$ cat src/rtl/data_mem_arbiter.sv
// data_mem_arbiter: splits 16-bit word accesses from two requesters into big-endian
// byte accesses on the byte-wide data memory, arbitrating fixed or round-robin.
module data_mem_arbiter #(
    parameter bit FIXED_PRIO = 1'b0
) (
    input  logic        clk,
    input  logic        reset,
    input  logic        req0,
    input  logic        req1,
    input  logic        we0,
    input  logic        we1,
    input  logic [15:0] addr0,
    input  logic [15:0] addr1,
    input  logic [15:0] wdata0,
    input  logic [15:0] wdata1,
    output logic        done0,
    output logic        done1,
    output logic [15:0] rdata0,
    output logic [15:0] rdata1,
    output logic        busy,
    output logic        mem_we,
    output logic        mem_re,
    output logic [15:0] mem_addr,
    output logic [7:0]  mem_wdata,
    input  logic [7:0]  mem_rdata
);
    typedef enum logic [2:0] {IDLE, ACC_HI, ACC_LO, RD_WAIT, RESP} state_t;
    state_t state, next_state;
    logic        owner, last, lat_we, grant, acc;
    logic [15:0] lat_addr, lat_wdata;
    logic [7:0]  hi;

    // last == 1 means port 1 was granted most recently
    always_comb grant = (req0 && req1) ? (FIXED_PRIO ? 1'b0 : ~last) : req1;

    always_comb begin
        next_state = state;
        case (state)
            IDLE:    next_state = (req0 || req1) ? ACC_HI : IDLE;
            ACC_HI:  next_state = ACC_LO;
            ACC_LO:  next_state = lat_we ? RESP : RD_WAIT;
            RD_WAIT: next_state = RESP;
            default: next_state = IDLE;
        endcase
    end

    always_ff @(posedge clk or negedge reset) begin
        if (!reset) state <= IDLE;
        else        state <= next_state;
    end

    always_ff @(posedge clk or negedge reset) begin
        if (!reset) begin
            owner     <= 1'b0;
            last      <= 1'b1;
            lat_we    <= 1'b0;
            lat_addr  <= 16'h0000;
            lat_wdata <= 16'h0000;
            hi        <= 8'h00;
            rdata0    <= 16'h0000;
            rdata1    <= 16'h0000;
        end else begin
            if (state == IDLE && (req0 || req1)) begin
                owner     <= grant;
                lat_we    <= grant ? we1 : we0;
                lat_addr  <= grant ? addr1 : addr0;
                lat_wdata <= grant ? wdata1 : wdata0;
            end
            if (state == ACC_LO) hi <= mem_rdata;
            if (state != RESP && next_state == RESP) last <= owner;
            // low byte arrives in RD_WAIT; word is presented alongside done in RESP
            if (state == RD_WAIT && !owner) rdata0 <= {hi, mem_rdata};
            if (state == RD_WAIT && owner)  rdata1 <= {hi, mem_rdata};
        end
    end

    always_comb begin
        acc       = (state == ACC_HI) || (state == ACC_LO);
        busy      = state != IDLE;
        mem_we    = acc && lat_we;
        mem_re    = acc && !lat_we;
        mem_addr  = (state == ACC_LO) ? lat_addr + 16'd1 : lat_addr;
        mem_wdata = (state == ACC_LO) ? lat_wdata[7:0] : lat_wdata[15:8];
        done0     = (state == RESP) && !owner;
        done1     = (state == RESP) && owner;
    end
endmodule

$ cat config.mk
export PLATFORM = sky130hd
export DESIGN_NAME = data_mem_arbiter
export DESIGN_NICKNAME = d
export VERILOG_FILES = /design/src/rtl/data_mem_arbiter.sv
export SDC_FILE = /design/constraint.sdc
export NUM_CORES = 1
export LEC_CHECK = 0
export ABC_CLOCK_PERIOD_IN_PS = 4350
export CAP_MARGIN = 0
export CORE_MARGIN = 1
export CORE_UTILIZATION = 24
export CTS_CLUSTER_DIAMETER = 200
export DETAILED_ROUTE_END_ITERATION = 10
export SLEW_MARGIN = 5
export SYNTH_ARGS = -nofsm -noshare
export SYNTH_HDL_FRONTEND = slang
export SYNTH_SLANG_ARGS = --single-unit
$ cat constraint.sdc
create_clock -name clk -period 4.35 [get_ports clk]
set_input_delay 1.305 -clock clk [delete_from_list [all_inputs] [get_ports clk]]
set_output_delay 1.305 -clock clk [all_outputs]
set_load 0.02 [all_outputs]
Word-level counts from Yosys, hierarchy flattened
Cells that the tools add are included.

Register bits after elaboration: 78. Output and inout bits: 61. Word-level logic and storage cells: 41.

Add/subtract/negate cells: 1. Equality and inequality tests: 6. Multiplexer cells: 9. Bitwise operators: 1. Reductions and logical operators: 15.

Operators by type and width (number): $mux 16 (3); $add 16x1->16 const B (1); $pmux 3 s4 (1); $logic_and 1x1->1 (9); $mux 8 (1); $eq 3x2->1 const B (2); $eq 3x3->1 const B (2); $eq 3x1->1 const B (1); $logic_not 3->1 (1); $mux 1 (3); $mux 3 (1); $ne 3x3->1 const B (1); $reduce_bool 3->1 (1); $logic_not 1->1 (2); $logic_or 1x1->1 (2); $not 1->1 (1).

Depth between registers and ports, before layout
Word-level depth: 5. Gate-level depth with buffers: 6. Depth with buffers taken out: 4.

Worst setup path before layout
Ideal clock, no wire load.

Kind: register -> output. From: register state[2]. To: output mem_addr[13]. Data arrival time: 1628 ps. Slack: 1417 ps. Cell stages (with the launch flop): 7. Buffers on the path: 2. Path through: dfrtp_1 -> buf_2 -> nor3b_4 -> and4_1 -> buf_2 -> nand4_1 -> xnor2_1.

Longest elaborated chain between the ends: 2.

Ends and longest elaborated chain: start: declaration (line 28) `state_t state, next_state;`; start signal: assignment (line 49) `else state <= next_state;`; $eq 3x2->1 (line 82) `mem_addr = (state == ACC_LO) ? lat_addr + 16'd1 : lat_addr;`; $mux 16 (line 82); end: declaration (line 23) `output logic [15:0] mem_addr,`.

Every way passes these cells.

Final worst setup path
From: register state[1]. To: output mem_addr[13].

The elaborated chain is that of the path after synthesis.

==> impl_metrics.json <==
{
  "hold_violations": 0,
  "ios": 139,
  "crit_buf_inv": 1,
  "row_count": 45,
  "global_route.usage.met1": 0.1483,
  "max-clock-path-buffers": 2,
  "antenna_found_initial": 0,
  "utilization": 0.3670,
  "gr-usage-met2": 0.1885,
  "status": "finished, final reports clean",
  "setup_viol": 0,
  "critical-path-top-delay-family": "simple AND/OR/NAND/NOR gates",
  "grt_use_total": 0.1180,
  "wl_um": 9126,
  "initial_core_util": 0.2443,
  "grt_pass1_vias": 2780,
  "startpoint": "state[1]",
  "synth.distinct_cells": 28,
  "core-area_mm2": 0.01515,
  "syn_nets": 381,
  "fin_crit_ns": 3.871,
  "path_depth": 5,
  "ys_ff_latch": 78,
  "grt_busiest_layer": "met2",
  "vias_per_cell": 4.399,
  "synth_area_mm2": 0.003700,
  "grt_setup_unrepaired": "no",
  "cp-end-kind": "primary output",
  "swShare": 0.3699,
  "worst_path_largest_cell_delay_ns": 0.63,
  "timing.rr.start": "state[1]",
  "cts.sinks": 78,
  "r2r_setup_slack_ns": 2.23,
  "fin_hold_ws_ns": 0.5042,
  "final_common_cell": "clkdlybuf4s50_1",
  "yosysWarnings": 0,
  "final_cell_mix": "clkdlybuf4s50_1, dfrtp_1, mux2_2",
  "cts_inserted_buffers": 9,
  "cpMaxStageDelayCell": "clkdlybuf4s50_1",
  "grt_pass1_wl_um": 14220,
  "dp_hpwl_um": 6631,
  "htree_levels": 3,
  "grt_overflow_total": 0,
  "ff2ff_path_depth": 2,
  "grt_use_met3": 0.03908,
  "insertion_delay_ns": 0.33,
  "power_density_mw_per_mm2": 765.2,
  "switching_power_mw": 1.574,
  "cts_tree": "built",
  "vias": 2754,
  "ant_nets": 0,
  "seq_power_share": 0.326,
  "dieArea_mm2": 0.01592,
  "hp-class": "reg -> reg",
  "nets": 512,
  "leakagePower_nw": 2.251,
  "max_freq_mhz": 258.3,
  "tightest_slew_ns": 1.151,
  "portBuffers": 138,
  "root_buffer": "clkbuf_16",
  "power_frac_comb": 0.488,
  "dieWidth_um": 126.2,
  "worstSetupStartpointType": "flop",
  "hold_buffers": 0,
  "drc": 0,
  "crit_chain": "nor3b_4, and4_1, nand4_1, xnor2_1, clkdlybuf4s50_1",
  "firstDrtPassIters": 4,
  "power.share.clock": 0.186,
  "peakVddDrop_mv": 0.3133,
  "seq_area_frac_synth": 0.5279,
  "fillers": 1476,
  "cp.arrival_ns": 2.57,
  "cts_resized": 0,
  "crit_type": "reg -> out",
  "avgSynthCellArea_um2": 12.25,
  "setup_tns_ns": 0,
  "place.gp.congestion": 0.7202,
  "grt_max_degree": 79,
  "fin_skew_ns": 0.005341,
  "synthCells": 302,
  "crit_fanout": 9,
  "cap_violations": 0,
  "cts.clk_slew.worst_paths_ns": 0.06,
  "hold_depth": 1,
  "die_h_um": 126.2,
  "setup.worst_path.end": "mem_addr[13]",
  "p_int_mw": 2.680,
  "required_ns": 3.04,
  "drv_slew": 0,
  "cts_setup_buffers": 0,
  "wl_per_cell_um": 14.58,
  "drive_gt1_frac": 0.1735,
  "reg2reg_to": "rdata0[4]",
  "num_antenna_cells": 0,
  "drt_iter0_drc": 128,
  "finalCritPeriodShare": 0.8899,
  "area_delta_synth_final_pct": 50.25,
  "slew_headroom": 0.2315
}
## through the flow
stage               total power, mW  setup slack [ns]  cell area [um2]  std cells
floorplan                     2.594             1.417             3700        302
global placement              3.456            0.8768             5245        610
detailed placement            3.503            0.8163             5245        610
CTS                           4.324            0.4412             5559        626
global route                  4.526            0.3112             5559        626
finish                        4.254            0.4791             5559        626
## synthesized netlist by cell type
cell type / count / area (um2)
dfrtp_1: 77 / 1927
mux2_2: 51 / 574.3
nor2_1: 36 / 135.1
mux2i_1: 34 / 340.3
a21oi_1: 33 / 165.2
xnor2_1: 13 / 113.9
buf_2: 12 / 60.06
buf_4: 5 / 37.54
nand3_1: 5 / 25.02
and4_1: 4 / 35.03
buf_6: 4 / 45.04
nand4_1: 4 / 25.02
and3_1: 3 / 18.77
nand2_1: 3 / 11.26
xor2_1: 3 / 26.28
nor3_1: 2 / 10.01
nor4bb_1: 2 / 20.02
a21boi_0: 1 / 7.510
a21o_1: 1 / 7.510
dfstp_2: 1 / 26.28
ha_1: 1 / 12.51
inv_1: 1 / 3.750
nand4b_2: 1 / 15.01
nor2_4: 1 / 11.26
nor3b_1: 1 / 7.510
nor3b_4: 1 / 18.77
nor4b_1: 1 / 8.760
or3_4: 1 / 11.26
## state kept, by name, summed over array words and instances, names as in the netlist
register and count:
last 1, hi 8, rdata0 16, state 3
lat_wdata 16, rdata1 16, lat_we 1, lat_addr 16
owner 1
## worst min-delay path by stage
stage / startpoint / endpoint / slack (ns)
final: rdata0[7] / rdata0[7] / 0.50
after global routing: rdata1[7] / rdata1[7] / 0.52
after CTS: rdata1[4] / rdata1[4] / 0.51
after detailed placement: rdata1[7] / rdata1[7] / 0.50
after global placement: rdata1[12] / rdata1[12] / 0.49
after floorplan: lat_wdata[0] / lat_wdata[0] / 0.49
## final cells by class
| class | count | area [um2] | area share |
|---|---|---|---|
| clock buffer | 11 | 232.7 | 0.04186 |
| clock inverter | 5 | 81.33 | 0.01463 |
| inverter | 1 | 3.754 | 0.0006752 |
| multi-input combinational | 202 | 1627 | 0.2926 |
| sequential | 78 | 1953 | 0.3513 |
| tap | 188 | 235.2 | 0.04231 |
| timing repair buffer | 141 | 1426 | 0.2566 |
## kinds of logic (layout without fill, tap and decap cells)
logic type | after synthesis | count (layout) | share of synthesized area
and+or+nand+nor | 65 | 65 | 0.09536
adders and majority gates | 1 | 1 | 0.003381
AOI/OAI and AO/OA | 35 | 35 | 0.04870
buffers and inverters | 22 | 158 | 0.03957
xor gates and xnor gates | 16 | 16 | 0.03788
muxes | 85 | 85 | 0.2472
DFF | 78 | 78 | 0.5279
## power by group through the flow
stage                     logic [mW]  clock network, mW  registers (mW)
after floorplan                 1.12                  0            1.47
after global placement          2.07                  0            1.39
after detailed placement        2.11                  0            1.40
after CTS                       2.11              0.824            1.39
after global routing            2.23              0.853            1.45
final                           2.07              0.793            1.39
## layer usage
layer	vias up	share of wire
li1	1319	-
met1	1305	0.46
met2	118	0.46
met3	12	0.069
met4	0	0.014
met5	-	0
No activity file was read; power rests on OpenSTA's default activity.
